<file path="src/rtl/tag_memory_pkg.sv">
// Shared sizing and per-entry storage layout for the 8-way, 16-set tag store.
package tag_memory_pkg;
  localparam int TAG_W    = 8;
  localparam int INDEX_W  = 4;
  localparam int WAY_W    = 3;
  localparam int NUM_WAYS = 1 << WAY_W;
  localparam int NUM_SETS = 1 << INDEX_W;

  typedef struct packed {
    logic             valid;
    logic             mod;
    logic [TAG_W-1:0] tag;
    logic [WAY_W-1:0] rank;
  } entry_t;
endpackage

</file>
<file path="src/rtl/tag_lru_update.sv">
// Rank-based LRU: computes post-touch ranks for one set and finds the rank-7 victim.
module tag_lru_update
  import tag_memory_pkg::*;
(
  input  logic [NUM_WAYS-1:0][WAY_W-1:0] ranks,
  input  logic [WAY_W-1:0]               touch_way,
  output logic [NUM_WAYS-1:0][WAY_W-1:0] new_ranks,
  output logic [WAY_W-1:0]               victim
);
  logic [WAY_W-1:0] old_rank;

  assign old_rank = ranks[touch_way];

  // Ways younger than the touched one age by one; rank < old_rank <= 7 cannot overflow.
  for (genvar w = 0; w < NUM_WAYS; w++) begin : g_way
    assign new_ranks[w] = (touch_way == WAY_W'(w)) ? '0 :
                          (ranks[w] < old_rank)    ? ranks[w] + 1'b1 :
                                                     ranks[w];
  end

  always_comb begin
    victim = '0;
    for (int w = 0; w < NUM_WAYS; w++)
      if (ranks[w] == WAY_W'(NUM_WAYS-1)) victim = WAY_W'(w);
  end
endmodule

</file>
<file path="src/rtl/tag_memory.sv">
// Tag store with combinational lookup, victim report and single-edge allocate/dirty/touch updates.
module tag_memory
  import tag_memory_pkg::*;
(
  input  logic               clk,
  input  logic               rst_n,
  input  logic [TAG_W-1:0]   tag_in,
  input  logic [INDEX_W-1:0] index,
  input  logic               wr,
  input  logic               mod_in,
  input  logic               age,
  output logic [WAY_W-1:0]   chan,
  output logic [WAY_W-1:0]   age_chan,
  output logic [TAG_W-1:0]   age_tag,
  output logic               age_mod,
  output logic               hit
);
  entry_t mem [NUM_SETS][NUM_WAYS];

  logic [NUM_WAYS-1:0]            match;
  logic [NUM_WAYS-1:0][WAY_W-1:0] ranks;
  logic [NUM_WAYS-1:0][WAY_W-1:0] new_ranks;
  logic [WAY_W-1:0]               victim;
  logic [WAY_W-1:0]               touch_way;
  logic                           touch_en;
  logic                           alloc;

  always_comb begin
    for (int w = 0; w < NUM_WAYS; w++) begin
      match[w] = mem[index][w].valid && (mem[index][w].tag == tag_in);
      ranks[w] = mem[index][w].rank;
    end
  end

  // Allocation never duplicates a tag, so match is at most one-hot and OR-encoding is safe.
  always_comb begin
    chan = '0;
    for (int w = 0; w < NUM_WAYS; w++)
      if (match[w]) chan = chan | WAY_W'(w);
  end

  assign hit       = |match;
  assign alloc     = wr && !hit;
  assign touch_en  = wr || (hit && (age || mod_in));
  assign touch_way = hit ? chan : victim;

  tag_lru_update u_lru (
    .ranks     (ranks),
    .touch_way (touch_way),
    .new_ranks (new_ranks),
    .victim    (victim)
  );

  assign age_chan = victim;
  assign age_tag  = mem[index][victim].tag;
  assign age_mod  = mem[index][victim].mod;

  always_ff @(posedge clk or negedge rst_n) begin
    if (!rst_n) begin
      for (int s = 0; s < NUM_SETS; s++)
        for (int w = 0; w < NUM_WAYS; w++)
          mem[s][w] <= '{valid: 1'b0, mod: 1'b0, tag: '0, rank: WAY_W'(NUM_WAYS-1-w)};
    end else begin
      if (touch_en)
        for (int w = 0; w < NUM_WAYS; w++)
          mem[index][w].rank <= new_ranks[w];
      if (alloc) begin
        mem[index][victim].valid <= 1'b1;
        mem[index][victim].tag   <= tag_in;
        mem[index][victim].mod   <= mod_in;
      end else if (hit && mod_in) begin
        mem[index][chan].mod <= 1'b1;
      end
    end
  end
endmodule

</file>
<file path="config.mk">
export PLATFORM = sky130hd
export DESIGN_NAME = tag_memory
export DESIGN_NICKNAME = d
export VERILOG_FILES = /design/src/rtl/tag_memory_pkg.sv /design/src/rtl/tag_lru_update.sv /design/src/rtl/tag_memory.sv
export SDC_FILE = /design/constraint.sdc
export NUM_CORES = 2
export LEC_CHECK = 0
export ABC_AREA = 1
export ABC_CLOCK_PERIOD_IN_PS = 7400
export CAP_MARGIN = 0
export CELL_PAD_IN_SITES_DETAIL_PLACEMENT = 0
export CELL_PAD_IN_SITES_GLOBAL_PLACEMENT = 1
export CORE_MARGIN = 10
export CORE_UTILIZATION = 38
export CTS_BUF_LIST = sky130_fd_sc_hd__clkbuf_16
export CTS_CLUSTER_SIZE = 30
export DETAILED_ROUTE_END_ITERATION = 16
export PLACE_DENSITY = 0.65
export REMOVE_ABC_BUFFERS = 1
export SLEW_MARGIN = 20
export SYNTH_ARGS = -nofsm -noshare
export SYNTH_HDL_FRONTEND = slang
export SYNTH_HIERARCHICAL = 1
export SYNTH_SLANG_ARGS = --single-unit
</file>
<file path="constraint.sdc">
create_clock -name clk -period 7.4 [get_ports clk]
set_input_delay 1.11 -clock clk [delete_from_list [all_inputs] [get_ports clk]]
set_output_delay 1.11 -clock clk [all_outputs]
set_load 0.01 [all_outputs]
</file>
==> reports/results.txt <==
status: complete, no violations
Primary FF master, synth: dfrtp_1
Largest register FFs: 1664
number of global-route vias before repair: 70340
Sink Count: 1664
Starting Density: 0.3811
clock power share: 0.414
largest net degree at the start of global routing: 169
FF-to-FF setup slack: 1620 ps
CTS Root Cell: clkbuf_16
Final Net Count: 10390
Crit Path Category: primary input to primary output
RePlAce Congestion: 0.9069
HPWL after DPL: 187.9 mm
Clk Latency, worst-skew pair: 870 ps
static leakage: 44.50 nW
CP Cell Sequence: buf_6 > inv_8 > nor2_4 > buf_12 > a22oi_1 > a21oi_1 > or4_1 > ha_1 > ha_1 > o211ai_1 > nand3_2 > inv_1 > nor3_1 > clkinv_1 > buf_4 > o22ai_1 > or4_1 > clkdlybuf4s50_1
Crit path required time: 6290 ps
Port Buffers: 32
Final Cycle Share: 0.9733
post-synth top area share: 0.4460
Cell Rows: 171
Setup Skew: 47.28 ps
Clock Path Buffers: 3
die width: 486.2 µm
internal power: 15.88 mW
Syn-to-layout area delta: 12.19%
Worst-Margin Slew: 1115 ps
CTS clk-pin slew, worst paths: 60 ps
GR Util All Layers: 0.2626
WL per Instance: 23.82 µm
VDD IR max: 0.2363 mV
final antenna-violating net count: 0
first-pass iteration count of the detailed router: 6
Fin Setup TNS: 0 ps
vias per inst: 5.470
post-synthesis sequential area ratio: 0.5071
die height: 486.2 µm
via count: 73110
Avg Cell Area, Syn: 7.832 µm²
Comb power frac: 0.137
switching power: 6.572 mW
crit start category: primary input
RSZ-0062 raised after global routing: false
Final Hold Vio Count: 0
first-pass GRT wire length: 476.7 mm
Biggest register: mem
antenna violations before repair: 11
synthesized cell area: 82590 µm²
Buf/Inv on CP: 7
multi-input combinational cell area: 36220 µm²
PwrDens: 242.3 nW/µm²
Die ar.: 236400 µm²
top cells by area, synth: dfrtp_1 (45%), nand2_1 (21%), dfstp_2 (6.1%)
post-CTS setup buffers: 0
HP Class: primary input to asynchronous set/reset pin
Placeable Area: 216700 µm²
CTS tree: done
Post-Syn Instances: 10550
part of the power in registers: 0.449
Non-Filler Instances: 13370
final setup fails: 0
aggregate global routing overflow: 0
Top Family by Delay on Critical Path: simple AND/OR/NAND/NOR gates
worst stage delay on the critical path: 710 ps
Synth area leader: dfrtp_1
Post-synth ARST share: 1.000
Crit. End Element: primary output
post-synth cell types: 44
hold buffers post-CTS: 0
CP max stage cell: or4_1
number of flops mapped to enable cells by yosys: 0
Reg area: 41880 µm²
Rel. slew slack: 0.2565
I/O Pins: 33
H-tree levels: 4
leading cell type in the layout, fill and taps excluded: nand2_1
Design Power: 22.45 mW
max-cap violations: 0
placed cells: 13000
initial drt markers: 7379
drc violations: 0
final WL: 318.3 mm
max-slew violation count: 0
Worst Path Max Fanout: 34
CTS buffer count: 195
fmax: 138.8 MHz
largest registers: mem: 1664 flops
fill cell count: 21980
Final min period: 7203 ps
synthesis-stage register bit count: 1664
commonest cells after routing, fill and taps aside: nand2_1 (4664), dfrtp_1 (1472), o21ai_1 (905)
yosys warns: 6
arrival time at the worst endpoint: 6090 ps
Sw Share: 0.2927
share of cells above drive strength 1: 0.09899
[power groups by stage]
stage | Sequential, mW | Clock [mW] | Combinational [mW]
2_1_floorplan | 10.2 | 0 | 1.51
3_3_place_gp | 10.2 | 0 | 3.03
3_5_place_dp | 10.2 | 0 | 3.07
4_1_cts | 10.1 | 9.49 | 3.07
5_1_grt | 10.2 | 9.85 | 3.38
6_report | 10.1 | 9.29 | 3.08
[worst paths after layout]
path	from	cells after the start	end
hold reg to reg	mem[324]	2	mem[324]
setup reg to reg	mem[53]	28	mem[650]
max in group asynchronous	rst_n	3	mem[1601]
min in group clk	mem[324]	2	mem[324]
hold / removal	rst_n	1	mem[1355]
setup / recovery	index[1]	18	age_tag[4]
[layer usage]
| layer | wire length (µm) | vias up | share of wire | track usage |
|---|---|---|---|---|
| met5 | 19 | - | 0.000060 | 0 |
| met1 | 142300 | 36050 | 0.45 | 0.3711 |
| met3 | 21640 | 559 | 0.068 | 0.03965 |
| li1 | - | 34000 | - | - |
| met2 | 142700 | 2499 | 0.45 | 0.4118 |
| met4 | 11610 | 4 | 0.036 | 0.08792 |
[kinds of logic after synthesis]
logic type | after synthesis | share of synthesized area
adders and majority gates | 31 | 0.004696
buffers and inverters | 1052 | 0.05681
DFF | 1664 | 0.5071
and+or+nand+nor | 6200 | 0.3257
xor gates and xnor gates | 1 | 0.0001061
AOI/OAI and AO/OA | 1597 | 0.1056
[metrics by stage]
stage | hold slack [ps] | setup WS (ps) | area, µm² | utilization
6_report | 291.8 | 197.4 | 92660 | 0.4275
3_3_place_gp | 430.1 | -293.8 | 86590 | 0.3995
4_1_cts | 273.1 | 0.6204 | 92630 | 0.4274
3_5_place_dp | 435.9 | -303.5 | 86590 | 0.3995
2_1_floorplan | 419.4 | -14140 | 78860 | -
5_1_grt | 299.7 | 121.9 | 92650 | 0.4275
[worst reg2reg max path: cells and delay by family (launching register included)]
kind / cells / cell delay (ps)
AND/OR/NAND/NOR: 11 / 2210
buffers and inverters: 8 / 1210
AO/OA/AOI/OAI: 6 / 1160
adder cells (fa/ha/maj): 3 / 740
flip-flops: 1 / 380
[area by class of cell]
class / count / share of cell area
clock buffers: 196 / 0.05293
clock inverters: 164 / 0.01223
multi-input cells: 7829 / 0.3909
well taps: 2854 / 0.03854
repair buffers: 399 / 0.04217
flip-flops and latches: 1664 / 0.4520
inverters: 254 / 0.01106
diodes: 6 / 0.0001620
[cells in the mapped netlist, drive strengths merged (3+ instances only)]
cell type and count:
a21oi 195, a22oi 258, buf 410, clkbuf 388, clkinv 9, dfrtp 1472, dfstp 192, ha 31
inv 245, nand2 4689, nand3 895, nand3b 6, nand4 170, nor2 386, nor3 12, nor4 7
o2111ai 3, o21ai 1094, o22ai 40, or4 32
[what timing repair did]
action	4_1_cts	5_1_grt
gates resized for setup	3	3
pin swaps	0	0
cloned	0	0
setup endpoints to repair	9	9
No activity file was read; power rests on OpenSTA's default activity.
